File: config.mk
export PLATFORM = sky130hd
export DESIGN_NAME = seg_signed_display
export DESIGN_NICKNAME = d
export VERILOG_FILES = /design/src/rtl/seg_signed_display_pkg.sv /design/src/rtl/bin2bcd_seq.sv /design/src/rtl/seg_signed_display.sv
export SDC_FILE = /design/constraint.sdc
export NUM_CORES = 1
export LEC_CHECK = 0
export CORE_MARGIN = 2
export CORE_UTILIZATION = 60
export DETAILED_ROUTE_END_ITERATION = 10
export DONT_BUFFER_PORTS = 1
export PLACE_DENSITY = 0.85
export REMOVE_ABC_BUFFERS = 1
export SYNTH_ARGS = -nofsm -noshare
export SYNTH_HDL_FRONTEND = slang
export SYNTH_SLANG_ARGS = --single-unit
File: constraint.sdc
create_clock -name clk_2 -period 6.2 [get_ports clk_2]
set_clock_uncertainty 0.05 [all_clocks]
set_input_delay 1.24 -clock clk_2 [delete_from_list [all_inputs] [get_ports clk_2]]
set_output_delay 1.24 -clock clk_2 [all_outputs]
set_load 0.05 [all_outputs]
File: src/rtl/seg_signed_display_pkg.sv
// Shared types, constants and helpers for the signed 7-segment display driver.
//   conv_state_e : state of the sequential binary-to-BCD converter
//   SEG_BLANK    : segment pattern for a blanked digit
//   SEG_DASH     : segment pattern shown on every digit when out of range
//   seg_encode() : BCD nibble -> segments a..g (bit 0 = a), active-high
//   max_dec()    : largest decimal value that fits in a given digit count
package seg_pkg;

  typedef enum logic [1:0] {
    StIdle,
    StConvert,
    StDone
  } conv_state_e;

  localparam logic [7:0] SEG_BLANK = 8'h00;
  localparam logic [7:0] SEG_DASH  = 8'h40;

  // Nibbles 10..15 cannot come out of the converter for in-range values; show nothing.
  function automatic logic [6:0] seg_encode(input logic [3:0] digit);
    logic [6:0] seg;
    case (digit)
      4'd0:    seg = 7'h3F;
      4'd1:    seg = 7'h06;
      4'd2:    seg = 7'h5B;
      4'd3:    seg = 7'h4F;
      4'd4:    seg = 7'h66;
      4'd5:    seg = 7'h6D;
      4'd6:    seg = 7'h7D;
      4'd7:    seg = 7'h07;
      4'd8:    seg = 7'h7F;
      4'd9:    seg = 7'h6F;
      default: seg = 7'h00;
    endcase
    return seg;
  endfunction

  function automatic int unsigned max_dec(input int unsigned ndigits);
    int unsigned pow;
    pow = 1;
    for (int unsigned i = 0; i < ndigits; i++) begin
      pow = pow * 10;
    end
    return pow - 1;
  endfunction

endpackage

File: src/rtl/bin2bcd_seq.sv
// Sequential shift-add-3 (double-dabble) binary-to-BCD converter.
//   clk_2, reset : clock (rising edge), asynchronous active-high reset
//   load         : start a conversion of mag; honoured only while idle
//   mag          : unsigned magnitude to convert, sampled on an accepted load
//   busy         : registered, high from the accepting edge until the result is out
//   done         : registered one-cycle pulse while in the DONE state
//   last         : high in the cycle whose clock edge performs the final shift
//   bcd          : accumulator value after this cycle's adjust+shift; on the cycle
//                  where last is high it is the finished result
// Digits that do not fit in NDIGITS are shifted out of the top and lost.
module bin2bcd_seq
  import seg_pkg::*;
#(
  parameter int unsigned NBITS   = 8,
  parameter int unsigned NDIGITS = 3
) (
  input  logic                   clk_2,
  input  logic                   reset,
  input  logic                   load,
  input  logic [NBITS-1:0]       mag,
  output logic                   busy,
  output logic                   done,
  output logic                   last,
  output logic [4*NDIGITS-1:0]   bcd
);

  localparam int unsigned BW = 4 * NDIGITS;
  localparam int unsigned CW = (NBITS > 1) ? $clog2(NBITS) : 1;

  conv_state_e     state_q, state_d;
  logic [BW-1:0]    acc_q, acc_d;
  logic [NBITS-1:0] sh_q, sh_d;
  logic [CW-1:0]    cnt_q, cnt_d;
  logic             busy_q, busy_d;
  logic             done_q, done_d;
  logic [BW-1:0]    adj;
  logic [BW-1:0]    shifted;
  logic             last_shift;

  // Add-3 correction on every nibble >= 5, then shift the next binary bit in.
  always_comb begin
    adj = acc_q;
    for (int i = 0; i < int'(NDIGITS); i++) begin
      if (acc_q[4*i +: 4] >= 4'd5) begin
        adj[4*i +: 4] = acc_q[4*i +: 4] + 4'd3;
      end
    end
    shifted = (adj << 1) | BW'(sh_q[NBITS-1]);
  end

  assign last_shift = (state_q == StConvert) && (cnt_q == CW'(NBITS - 1));

  // State register and datapath registers.
  always_ff @(posedge clk_2 or posedge reset) begin
    if (reset) begin
      state_q <= StIdle;
      acc_q   <= '0;
      sh_q    <= '0;
      cnt_q   <= '0;
      busy_q  <= 1'b0;
      done_q  <= 1'b0;
    end else begin
      state_q <= state_d;
      acc_q   <= acc_d;
      sh_q    <= sh_d;
      cnt_q   <= cnt_d;
      busy_q  <= busy_d;
      done_q  <= done_d;
    end
  end

  // Next-state logic.
  always_comb begin
    state_d = state_q;
    acc_d   = acc_q;
    sh_d    = sh_q;
    cnt_d   = cnt_q;
    unique case (state_q)
      StIdle: begin
        if (load) begin
          state_d = StConvert;
          acc_d   = '0;
          sh_d    = mag;
          cnt_d   = '0;
        end
      end
      StConvert: begin
        acc_d = shifted;
        sh_d  = sh_q << 1;
        cnt_d = cnt_q + CW'(1);
        if (last_shift) begin
          state_d = StDone;
        end
      end
      StDone: begin
        state_d = StIdle;
      end
      default: begin
        state_d = StIdle;
      end
    endcase
  end

  // Outputs: busy/done are registered copies of the upcoming state.
  always_comb begin
    busy_d = (state_d != StIdle);
    done_d = (state_d == StDone);
    busy   = busy_q;
    done   = done_q;
    last   = last_shift;
    bcd    = shifted;
  end

endmodule

File: src/rtl/seg_signed_display.sv
// Signed-number driver for a multiplexed 7-segment display.
//   clk_2, reset : clock (rising edge), asynchronous active-high reset
//   value, mode  : number to show (mode 0 two's complement, 1 sign-magnitude),
//                  sampled when a load is accepted
//   load         : conversion request, accepted only while not busy
//   busy, done   : conversion in progress / one-cycle pulse on a new displayed result
//   overflow     : displayed magnitude does not fit in NDIGITS decimal digits
//   bcd          : displayed magnitude in BCD, digit 0 in the LSBs
//   dig_sel      : one-hot active-high digit select, advanced every REFRESH_DIV cycles
//   SEG          : segments a..g on bits 0..6, minus sign on bit 7
// The previous result stays on the display until the new one is complete.
module seg_signed_display
  import seg_pkg::*;
#(
  parameter int unsigned NBITS       = 8,
  parameter int unsigned NDIGITS     = 3,
  parameter int unsigned REFRESH_DIV = 50000
) (
  input  logic                 clk_2,
  input  logic                 reset,
  input  logic [NBITS-1:0]     value,
  input  logic                 mode,
  input  logic                 load,
  output logic                 busy,
  output logic                 done,
  output logic                 overflow,
  output logic [4*NDIGITS-1:0] bcd,
  output logic [NDIGITS-1:0]   dig_sel,
  output logic [7:0]           SEG
);

  localparam int unsigned BW = 4 * NDIGITS;
  localparam int unsigned RW = (REFRESH_DIV > 1) ? $clog2(REFRESH_DIV) : 1;
  localparam int unsigned IW = (NDIGITS > 1) ? $clog2(NDIGITS) : 1;

  logic [NBITS-1:0] mag;
  logic             sign_in;
  logic             ovf_in;
  logic             accept;
  logic             conv_busy;
  logic             conv_done;
  logic             conv_last;
  logic [BW-1:0]    conv_bcd;

  logic             pend_neg_q, pend_ovf_q;
  logic [BW-1:0]    disp_bcd_q;
  logic             disp_neg_q, disp_ovf_q;
  logic [RW-1:0]    ref_cnt_q, ref_cnt_d;
  logic [IW-1:0]    idx_q, idx_d;
  logic             ref_wrap;

  logic [3:0]       digit;
  logic             upper_zero;
  logic [6:0]       seg7;

  // Magnitude extraction. In mode 0 the negation is NBITS wide and unsigned, so
  // the most negative input yields 2^(NBITS-1) rather than wrapping.
  always_comb begin
    if (mode) begin
      mag = {1'b0, value[NBITS-2:0]};
    end else if (value[NBITS-1]) begin
      mag = ~value + NBITS'(1);
    end else begin
      mag = value;
    end
    // Negative zero shows as plain 0.
    sign_in = value[NBITS-1] && (mag != '0);
    ovf_in  = 32'(mag) > max_dec(NDIGITS);
  end

  assign accept = load && !conv_busy;

  bin2bcd_seq #(
    .NBITS   (NBITS),
    .NDIGITS (NDIGITS)
  ) u_conv (
    .clk_2 (clk_2),
    .reset (reset),
    .load  (load),
    .mag   (mag),
    .busy  (conv_busy),
    .done  (conv_done),
    .last  (conv_last),
    .bcd   (conv_bcd)
  );

  // Sign and overflow wait in pend_* until the conversion finishes so the
  // display registers change all at once, on the same edge that raises done.
  always_ff @(posedge clk_2 or posedge reset) begin
    if (reset) begin
      pend_neg_q <= 1'b0;
      pend_ovf_q <= 1'b0;
      disp_bcd_q <= '0;
      disp_neg_q <= 1'b0;
      disp_ovf_q <= 1'b0;
    end else begin
      if (accept) begin
        pend_neg_q <= sign_in;
        pend_ovf_q <= ovf_in;
      end
      if (conv_last) begin
        disp_bcd_q <= conv_bcd;
        disp_neg_q <= pend_neg_q;
        disp_ovf_q <= pend_ovf_q;
      end
    end
  end

  // Refresh scanning, free-running and independent of the converter.
  always_comb begin
    ref_wrap  = (ref_cnt_q == RW'(REFRESH_DIV - 1));
    ref_cnt_d = ref_wrap ? '0 : ref_cnt_q + RW'(1);
    idx_d     = idx_q;
    if (ref_wrap) begin
      idx_d = (idx_q == IW'(NDIGITS - 1)) ? '0 : idx_q + IW'(1);
    end
  end

  always_ff @(posedge clk_2 or posedge reset) begin
    if (reset) begin
      ref_cnt_q <= '0;
      idx_q     <= '0;
    end else begin
      ref_cnt_q <= ref_cnt_d;
      idx_q     <= idx_d;
    end
  end

  // Segment generation for the currently selected digit.
  always_comb begin
    digit      = 4'd0;
    upper_zero = 1'b1;
    for (int i = 0; i < int'(NDIGITS); i++) begin
      dig_sel[i] = (idx_q == IW'(i));
      if (idx_q == IW'(i)) begin
        digit = disp_bcd_q[4*i +: 4];
      end
      if ((IW'(i) >= idx_q) && (disp_bcd_q[4*i +: 4] != 4'd0)) begin
        upper_zero = 1'b0;
      end
    end
    if (disp_ovf_q) begin
      seg7 = SEG_DASH[6:0];
    end else if ((idx_q != '0) && upper_zero) begin
      seg7 = SEG_BLANK[6:0];
    end else begin
      seg7 = seg_encode(digit);
    end
    SEG = {disp_neg_q && (idx_q == IW'(NDIGITS - 1)), seg7};
  end

  assign busy     = conv_busy;
  assign done     = conv_done;
  assign overflow = disp_ovf_q;
  assign bcd      = disp_bcd_q;

endmodule

==> flow_metrics.tcl, run 1 <==
set metrics [dict create \
    grt_pass1_wl_microns 10700 \
    rows 26 \
    die_w_microns 76.9 \
    antenna_cells 0 \
    finalSetupViolations 0 \
    fin_cells 409 \
    cts_made_buffers 9 \
    wire_per_inst_microns 15.3 \
    layout_worst_path_cycle_share_pct 71.6 \
    grt_max_degree 60 \
    drive_above_1_share_pct 11.2 \
    ff2ff_path_depth 5 \
    criticalPathCategory "flop to output port" \
    vdd_drop_max_mv 0.299 \
    p_sw_share_pct 47.3 \
    io_pins 38 \
    rsz0062_at_grt "no" \
    syn-mean-instance-area_sq_um 9.61 \
    hp-start "ref_cnt_q[10]" \
    clk_latency_ns 0.33 \
    syn_inst 332 \
    dpl.cell_count 393 \
    sequentialPowerShare_pct 41.2 \
    cp_data_required_time_ns 4.91 \
    grt_pass1_vias 2260 \
    root_buffer "clkbuf_8" \
    syn_area_sq_mm 0.00319 \
    antenna_found_initial 0 \
    yosysWarnings 0 \
    cap_violations 0 \
    grt_usage_pct 23.0 \
    place_congestion 0.804 \
    clkPwrFrac_pct 20.0 \
    num_vias 2379 \
    core_sq_mm 0.00511 \
    critical_path_arrival_ns 3.15 \
    die_y_microns 76.9 \
    crit_chain "nor2b_2, a2bb2oi_1, ha_1, a21oi_1" \
    start_util_pct 62.5 \
    cts.sinks 59 \
    drtAntennaViolNets 0 \
    cp_slowest_cell "a21oi_1" \
    synth_fa_ha_area_share_pct 5.88 \
    synth_top_family_by_area "simple AND/OR/NAND/NOR gates" \
    holdWs_ns 0.428 \
    rr_endpoint "disp_neg_q" \
    dieArea_sq_mm 0.00592 \
    ctsResizeCount 0 \
    io_buffers 0 \
    place_area_sq_mm 0.00323 \
    slew_violations 0 \
    synth_compound_area_share_pct 15.7 \
    final_common_cell "dfrtp_1" \
    synth-seq-cells 59 \
    min_path_cells 1 \
    power.switching_mw 0.859 \
    via_per_inst 5.82 \
    drt_iter0_drc 100 \
    hold_violations 0 \
    max_stage_delay_ns 0.79 \
    clockBufferDepth 2 \
    clk_pin_slew_ns 0.06 \
    postCtsSetupBuffers 0 \
    drc_errors 0 \
    rrSetupSlack_ns 4.14 \
    finish.utilization_pct 67.4 \
    tightest_slew_ns 1.15 \
    holdPathEnd "ref_cnt_q[10]" \
    r2r_start "u_conv.state_q[0]" \
    start_kind "flop" \
    grt-ovfl-total 0 \
    p_comb_share_pct 38.8 \
    slew_headroom_pct 22.7 \
    routed_wl_microns 6250 \
    final_cell_mix "59 x dfrtp_1, 41 x nand2_1, 24 x nor2_1, 18 x o21ai_1, 16 x a21oi_1" \
    cts_htree_levels 3 \
    synthMuxAreaShare_pct 4.71 \
    critical_path.endpoint_type "output port" \
    power.leakage_nw 1.57 \
    drt_first_pass_iters 4 \
    cts_hold_buf 0 \
    hpwl_microns 4480 \
    design_area_sq_mm 0.00344 \
    worstHoldPathType "flop to flop" \
    synth_flop_cell "dfrtp_1" \
    n_fill_cell 381 \
    p_per_area_mw_per_mm2 528 \
    setup_tns_ns 0 \
    synthXorXnorAreaFrac_pct 6.59 \
    nets 361 \
    yosys.area_share.simple_pct 16.4 \
    area_growth_syn_to_layout_pct 7.88 \
    p_int_mw 0.958 \
    ys_types 50 \
    synth_edf_count 0 \
    layout_min_cycle_time_ns 4.44 \
    status "completed" \
    postSynth.asyncResetShare_pct 100 \
    fmax_mhz 225 \
    crit_path_max_fanout 12 \
    synth.yosys.seq_area_share_pct 46.3 \
    cts_tree "done" \
]
==> cells in the mapped netlist (2+ instances only) <==
library cell  number  area [sq um]
buf_2              3          15.0
mux2_1             5          56.3
buf_6              2          22.5
and3_1             2          12.5
a2bb2oi_2          2          30.0
nor3_1             9          45.0
mux2_2             3          33.8
a31oi_1            6          37.5
nand2_1           41           154
a22o_1             6          52.6
o22ai_1            7          43.8
and2_1             2          12.5
inv_2              4          15.0
xnor2_1           14           123
nor4_1             2          12.5
nand2b_1           4          25.0
dfrtp_1           59          1480
o21ai_0            8          40.0
xor2_1            10          87.6
a21oi_2            4          35.0
a21o_1             2          15.0
nand4_1            4          25.0
a21oi_1           16          80.1
o21ai_1           18          90.1
o31ai_1            3          22.5
nand3_1            5          25.0
clkbuf_1           5          18.8
nor2_1            24          90.1
inv_1             16          60.1
nor2b_1            6          37.5
mux2i_1            6          60.1
or3b_2             2          17.5
ha_1              15           188
==> worst max-delay path by stage <==
| stage | slack [ns] | start | cells past startpoint | end |
|---|---|---|---|---|
| 3_5_place_dp | 2.16 | idx_q[1] | 4 | SEG[1] |
| 3_3_place_gp | 2.23 | idx_q[1] | 4 | SEG[1] |
| 6_report | 1.76 | idx_q[1] | 4 | SEG[1] |
| 5_1_grt | 1.61 | idx_q[1] | 4 | SEG[1] |
| 2_1_floorplan | 2.38 | idx_q[1] | 4 | SEG[1] |
| 4_1_cts | 1.78 | idx_q[1] | 4 | SEG[1] |
==> metrics by stage <==
stage	power [mW]	setup WS, ns
4_1_cts	1.83	1.78
5_1_grt	1.94	1.61
3_3_place_gp	1.42	2.23
3_5_place_dp	1.46	2.16
2_1_floorplan	1.31	2.38
6_report	1.82	1.76
==> state kept, by name, summed over array words and instances (netlist names) <==
name / flops
u_conv.cnt_q: 3
u_conv.busy: 1
pend_neg_q: 1
u_conv.done: 1
u_conv.acc_q: 12
bcd: 12
idx_q: 2
ref_cnt_q: 16
u_conv.sh_q: 8
disp_neg_q: 1
u_conv.state_q: 2
==> final cells by class <==
type,instances,area (sq um),area share (%)
inverter,20,75.1,2.18
tap,70,87.6,2.54
timing repair buffer,2,15.0,0.436
sequential,59,1480,42.9
multi-input combinational,242,1580,45.8
clock inverter,4,47.5,1.38
clock buffer,12,165,4.80
==> power groups by stage <==
| stage | Combinational, mW | Sequential, mW | Clock, mW |
|---|---|---|---|
| 2_1_floorplan | 0.593 | 0.716 | 0 |
| 3_3_place_gp | 0.673 | 0.748 | 0 |
| 3_5_place_dp | 0.701 | 0.754 | 0 |
| 4_1_cts | 0.707 | 0.748 | 0.370 |
| 5_1_grt | 0.789 | 0.766 | 0.382 |
| 6_report | 0.704 | 0.749 | 0.364 |
==> worst max-delay path, delay by kind of cell (launching register included) <==
kind / cells / cell delay (ns)
flops: 1 / 0.58
compound gates: 2 / 1.09
fa+ha+maj: 1 / 0.37
simple gates: 1 / 0.76
==> per-layer routing <==
metal	GRT usage (%)	up-vias	share of wire, %
met5	0	-	0
met4	10.7	0	2.8
met3	4.12	16	3.1
met2	38.9	51	50
met1	28.5	1153	44
li1	-	1159	-
==> logic make-up after synthesis <==
group | count (synthesis)
and+or+nand+nor | 110
AOI/OAI and AO/OA | 78
DFF | 59
buffers and inverters | 31
xor gates and xnor gates | 24
adders and majority gates | 15
muxes | 14
other | 1
Power figures use the tool's default switching activity.
==> run 2: changes to the inputs <==
clock period = 4.1 ns   (was 6.2 ns; I/O delays follow)
==> run 2 against run 1 <==
- sequential power up 51%
- clock-buffer cell count fell by 2
- critical path depth up 4
- global-route usage grew 0.69 points
- clock power increased by 54%
- routed wire length is 2.4% higher
- die area is the same
==> flow_metrics.tcl, run 2 (synthesized netlist as in run 1, its figures left out) <==
set metrics [dict create \
    status "completed" \
    final_common_cell "dfrtp_1" \
    start_kind "flop" \
    cts_made_buffers 9 \
    dieArea_sq_mm 0.00592 \
    finalSetupViolations 0 \
    hpwl_microns 4590 \
    layout_worst_path_cycle_share_pct 87.9 \
    clk_pin_slew_ns 0.06 \
    register_area_sq_mm 0.00148 \
    fin_cells 413 \
    grt_max_degree 39 \
    area_growth_syn_to_layout_pct 8.67 \
    vdd_drop_max_mv 0.467 \
    crit_path_max_fanout 12 \
    setup_tns_ns 0 \
    grt.busiest_layer "met2" \
    die_y_microns 76.9 \
    clk_latency_ns 0.34 \
    drt_first_pass_iters 4 \
    slew_headroom_pct 26.9 \
    routed_wl_microns 6400 \
    critical_path_arrival_ns 2.73 \
    layout_min_cycle_time_ns 3.60 \
    via_per_inst 5.81 \
    tightest_slew_ns 1.09 \
    cap_violations 0 \
    grt_pass1_wl_microns 11100 \
    critical_path.top_delay_family "compound AO/OA/AOI/OAI gates" \
    cts.sinks 59 \
    layout_setup_ws_ns 0.498 \
    max_stage_delay_ns 0.53 \
    cp_data_required_time_ns 3.23 \
    postCtsSetupBuffers 0 \
    clockBufferDepth 2 \
    drt_iter0_drc 96 \
    root_buffer "clkbuf_8" \
    crit_buf_inv 2 \
    start_util_pct 62.5 \
    grt-ovfl-total 0 \
    place_congestion 0.861 \
    antenna_cells 0 \
    criticalPathCategory "flop to output port" \
    fmax_mhz 278 \
    grt_usage_pct 23.6 \
    io_buffers 0 \
    p_per_area_mw_per_mm2 803 \
    rrSetupSlack_ns 1.93 \
    drc_errors 0 \
    slew_violations 0 \
    rsz0062_at_grt "no" \
    ctsResizeCount 0 \
    nets 365 \
    die_w_microns 76.9 \
    drtAntennaViolNets 0 \
    rows 26 \
    cts_tree "done" \
    grt_pass1_vias 2381 \
    grt.met3_usage_pct 6.35 \
    multiInputGateArea_sq_mm 0.00158 \
    regMostFlops "ref_cnt_q" \
    dpl.cell_count 397 \
    met1_usage_pct 29.4 \
    n_fill_cell 416 \
    critical_path.endpoint_type "output port" \
    cts_htree_levels 3 \
    cts_hold_buf 0 \
    io_pins 38 \
    cp_slowest_cell "a21oi_2" \
    drive_above_1_share_pct 12.0 \
    power.leakage_nw 1.59 \
    grt_use_met2_pct 39.6 \
    crit_chain "nor2b_2, buf_4, a2bb2oi_1, inv_1, ha_1, nand2_1, o21ai_0, a21oi_2" \
    final_cell_mix "59 x dfrtp_1, 41 x nand2_1, 24 x nor2_1, 18 x o21ai_1, 16 x a21oi_1" \
    num_vias 2401 \
    worstHoldPathType "input port to async pin" \
    total_power_mw 2.78 \
    core_sq_mm 0.00511 \
    largest_reg_flops 16 \
    antenna_found_initial 0 \
    wire_per_inst_microns 15.5 \
    finish.utilization_pct 67.9 \
    hold_violations 0 \
    place_ws_ns 0.847 \
]
-- run 2: area by class of cell --
class | instances | share of cell area, %
multi-input cells | 242 | 45.4
flip-flops and latches | 59 | 42.6
clock buffers | 10 | 3.68
well taps | 70 | 2.53
clock inverters | 6 | 2.31
inverters | 20 | 2.17
repair buffers | 6 | 1.30
-- run 2: worst paths after layout --
check,startpoint,end,cells after the start
max,idx_q[1],SEG[5],8
min,reset,u_conv.sh_q[5],1
max reg2reg,u_conv.state_q[0],disp_neg_q,5
min reg2reg,ref_cnt_q[10],ref_cnt_q[10],1
max in group asynchronous,reset,ref_cnt_q[5],2
min in group clk_2,ref_cnt_q[10],ref_cnt_q[10],1
-- run 2: power breakdown --
group          switching (mW)  internal [mW]  leakage [nW]
logic                   0.703          0.393         0.735
clock network           0.221          0.338         0.110
registers               0.374          0.757         0.749
total                    1.30           1.49          1.59
-- run 2: worst register-to-register path: cells and delay by family (launching register included) --
kind	cells	cell delay (ns)
simple gates	2	0.75
buf+inv	2	0.39
mux	1	0.35
flops	1	0.52
-- run 2: per-layer routing --
layer	vias to the layer above	routed length [microns]
met5	-	0
met4	0	85
met3	9	264
met2	50	3210
met1	1172	2840
li1	1170	-
-- run 2: metrics by stage --
stage                     hold slack (ns)  instance area, sq um
after floorplan                     0.395                  3130
after global placement              0.411                  3260
after detailed placement            0.418                  3260
after CTS                           0.324                  3470
after global routing                0.337                  3470
final                               0.307                  3470
==> run 3: changes to the inputs <==
CORE_UTILIZATION = 36   (was 60)
PLACE_DENSITY = 0.59   (was 0.85)
==> run 3 against run 2 <==
- final cell count is 9.2% higher
- clock power is 4.8% higher
- register-to-register slack better by 0.10 ns
- routed wire length is 2.7% higher
- clock-buffer cell count is 2 higher
- global-route usage is 8.9 points lower
- first-iteration DRC count is 5.2% lower
==> flow_metrics.tcl, run 3 (synthesized netlist as in run 1, its figures left out) <==
set metrics [dict create \
    status "completed" \
    final_common_cell "dfrtp_1" \
    drive_above_1_share_pct 11.7 \
    worstHoldPathType "flop to flop" \
    critical_path.endpoint_type "output port" \
    fin_cells 451 \
    holdWs_ns 0.426 \
    grt.busiest_layer "met2" \
    grt_max_degree 52 \
    postCtsSetupBuffers 0 \
    wire_per_inst_microns 14.6 \
    grt_usage_pct 14.7 \
    crit_buf_inv 2 \
    layout_worst_path_cycle_share_pct 87.9 \
    place_area_sq_mm 0.00331 \
    die_y_microns 98.1 \
    cp_slowest_cell "a21oi_2" \
    nets 365 \
    crit_chain "nor2b_2, buf_4, a2bb2oi_1, inv_1, ha_1, nand2_1, o21ai_0, a21oi_2" \
    cts_made_buffers 9 \
    setup_tns_ns 0 \
    layout_setup_ws_ns 0.497 \
    cts_hold_buf 0 \
    criticalPathCategory "flop to output port" \
    area_growth_syn_to_layout_pct 10.5 \
    critical_path_arrival_ns 2.73 \
    slew_headroom_pct 27.8 \
    rr_endpoint "disp_neg_q" \
    cts.sinks 59 \
    antenna_cells 0 \
    rrSetupSlack_ns 2.03 \
    vdd_drop_max_mv 0.360 \
    crit_path_max_fanout 12 \
    drt_iter0_drc 91 \
    min_path_cells 1 \
    place_ws_ns 0.861 \
    io_pins 38 \
    rows 34 \
    finalSetupViolations 0 \
    met1_usage_pct 18.5 \
    num_vias 2348 \
    power.leakage_nw 1.59 \
    grt_pass1_vias 2294 \
    grt_pass1_wl_microns 11300 \
    core_sq_mm 0.00868 \
    ff2ff_path_depth 5 \
    r2r_start "u_conv.state_q[0]" \
    antenna_found_initial 0 \
    tightest_slew_ns 1.08 \
    clk_pin_slew_ns 0.07 \
    largest_reg_flops 16 \
    startpoint "idx_q[1]" \
    hpwl_microns 4760 \
    grt.met3_usage_pct 3.36 \
    drt_first_pass_iters 5 \
    p_per_area_mw_per_mm2 797 \
    dpl.cell_count 435 \
    cts_tree "done" \
    design_area_sq_mm 0.00353 \
    drtAntennaViolNets 0 \
    drc_errors 0 \
    clk_latency_ns 0.34 \
    io_buffers 0 \
    holdPathEnd "ref_cnt_q[10]" \
    critical_path.top_delay_family "compound AO/OA/AOI/OAI gates" \
    rsz0062_at_grt "no" \
    cts_htree_levels 3 \
    cp.depth 8 \
    place_congestion 0.797 \
    final_cell_mix "59 x dfrtp_1, 41 x nand2_1, 24 x nor2_1, 18 x o21ai_1, 16 x a21oi_1" \
    regMostFlops "ref_cnt_q" \
    grt_use_met2_pct 24.1 \
    cap_violations 0 \
    start_util_pct 36.8 \
    start_kind "flop" \
    hold_violations 0 \
    routed_wl_microns 6570 \
    cp_data_required_time_ns 3.23 \
    ctsResizeCount 0 \
    hp-start "ref_cnt_q[10]" \
    root_buffer "clkbuf_8" \
    clockBufferDepth 2 \
    grt-ovfl-total 0 \
    die_w_microns 98.1 \
    layout_min_cycle_time_ns 3.60 \
    slew_violations 0 \
    fmax_mhz 278 \
    dieArea_sq_mm 0.00963 \
    max_stage_delay_ns 0.52 \
    via_per_inst 5.21 \
]
-- run 3: cell types whose count changed in the layout (fill, tap and decap cells not counted), sizes merged --
| cell | change |
|---|---|
| clkbuf | +2 |
| clkinv | -2 |
-- run 3: how the worst max path moves through the flow --
| stage | end | slack [ns] |
|---|---|---|
| after floorplan | SEG[1] | 0.70 |
| after global placement | SEG[5] | 0.96 |
| after detailed placement | SEG[5] | 0.86 |
| after CTS | SEG[5] | 0.49 |
| after global routing | SEG[5] | 0.24 |
| final | SEG[5] | 0.50 |
-- run 3: stage by stage --
step | util (%) | total power [mW]
6_report | 40.6 | 2.81
5_1_grt | 40.6 | 3.01
4_1_cts | 40.6 | 2.84
3_5_place_dp | 38.1 | 2.24
3_3_place_gp | 38.1 | 2.21
2_1_floorplan | - | 1.98
-- run 3: power breakdown --
group	switching, mW	internal [mW]	leakage [nW]	total, mW
registers	0.378	0.756	0.749	1.13
logic	0.696	0.392	0.735	1.09
clock network	0.227	0.359	0.111	0.586
total	1.30	1.51	1.59	2.81
-- run 3: metal layers --
layer / vias to the layer above / wire [microns] / share of wire, %
li1: 1160 / - / -
met1: 1136 / 3040 / 46
met2: 38 / 3140 / 48
met3: 14 / 239 / 3.6
met4: 0 / 156 / 2.4
met5: - / 0 / 0
-- run 3: layout make-up --
class                   count  area, sq um
multi-input cells         242         1580
flip-flops and latches     59         1480
well taps                 108          135
inverters                  20         75.1
clock inverters             4         73.8
repair buffers              6         45.0
clock buffers              12          145
fillers                   868         5150
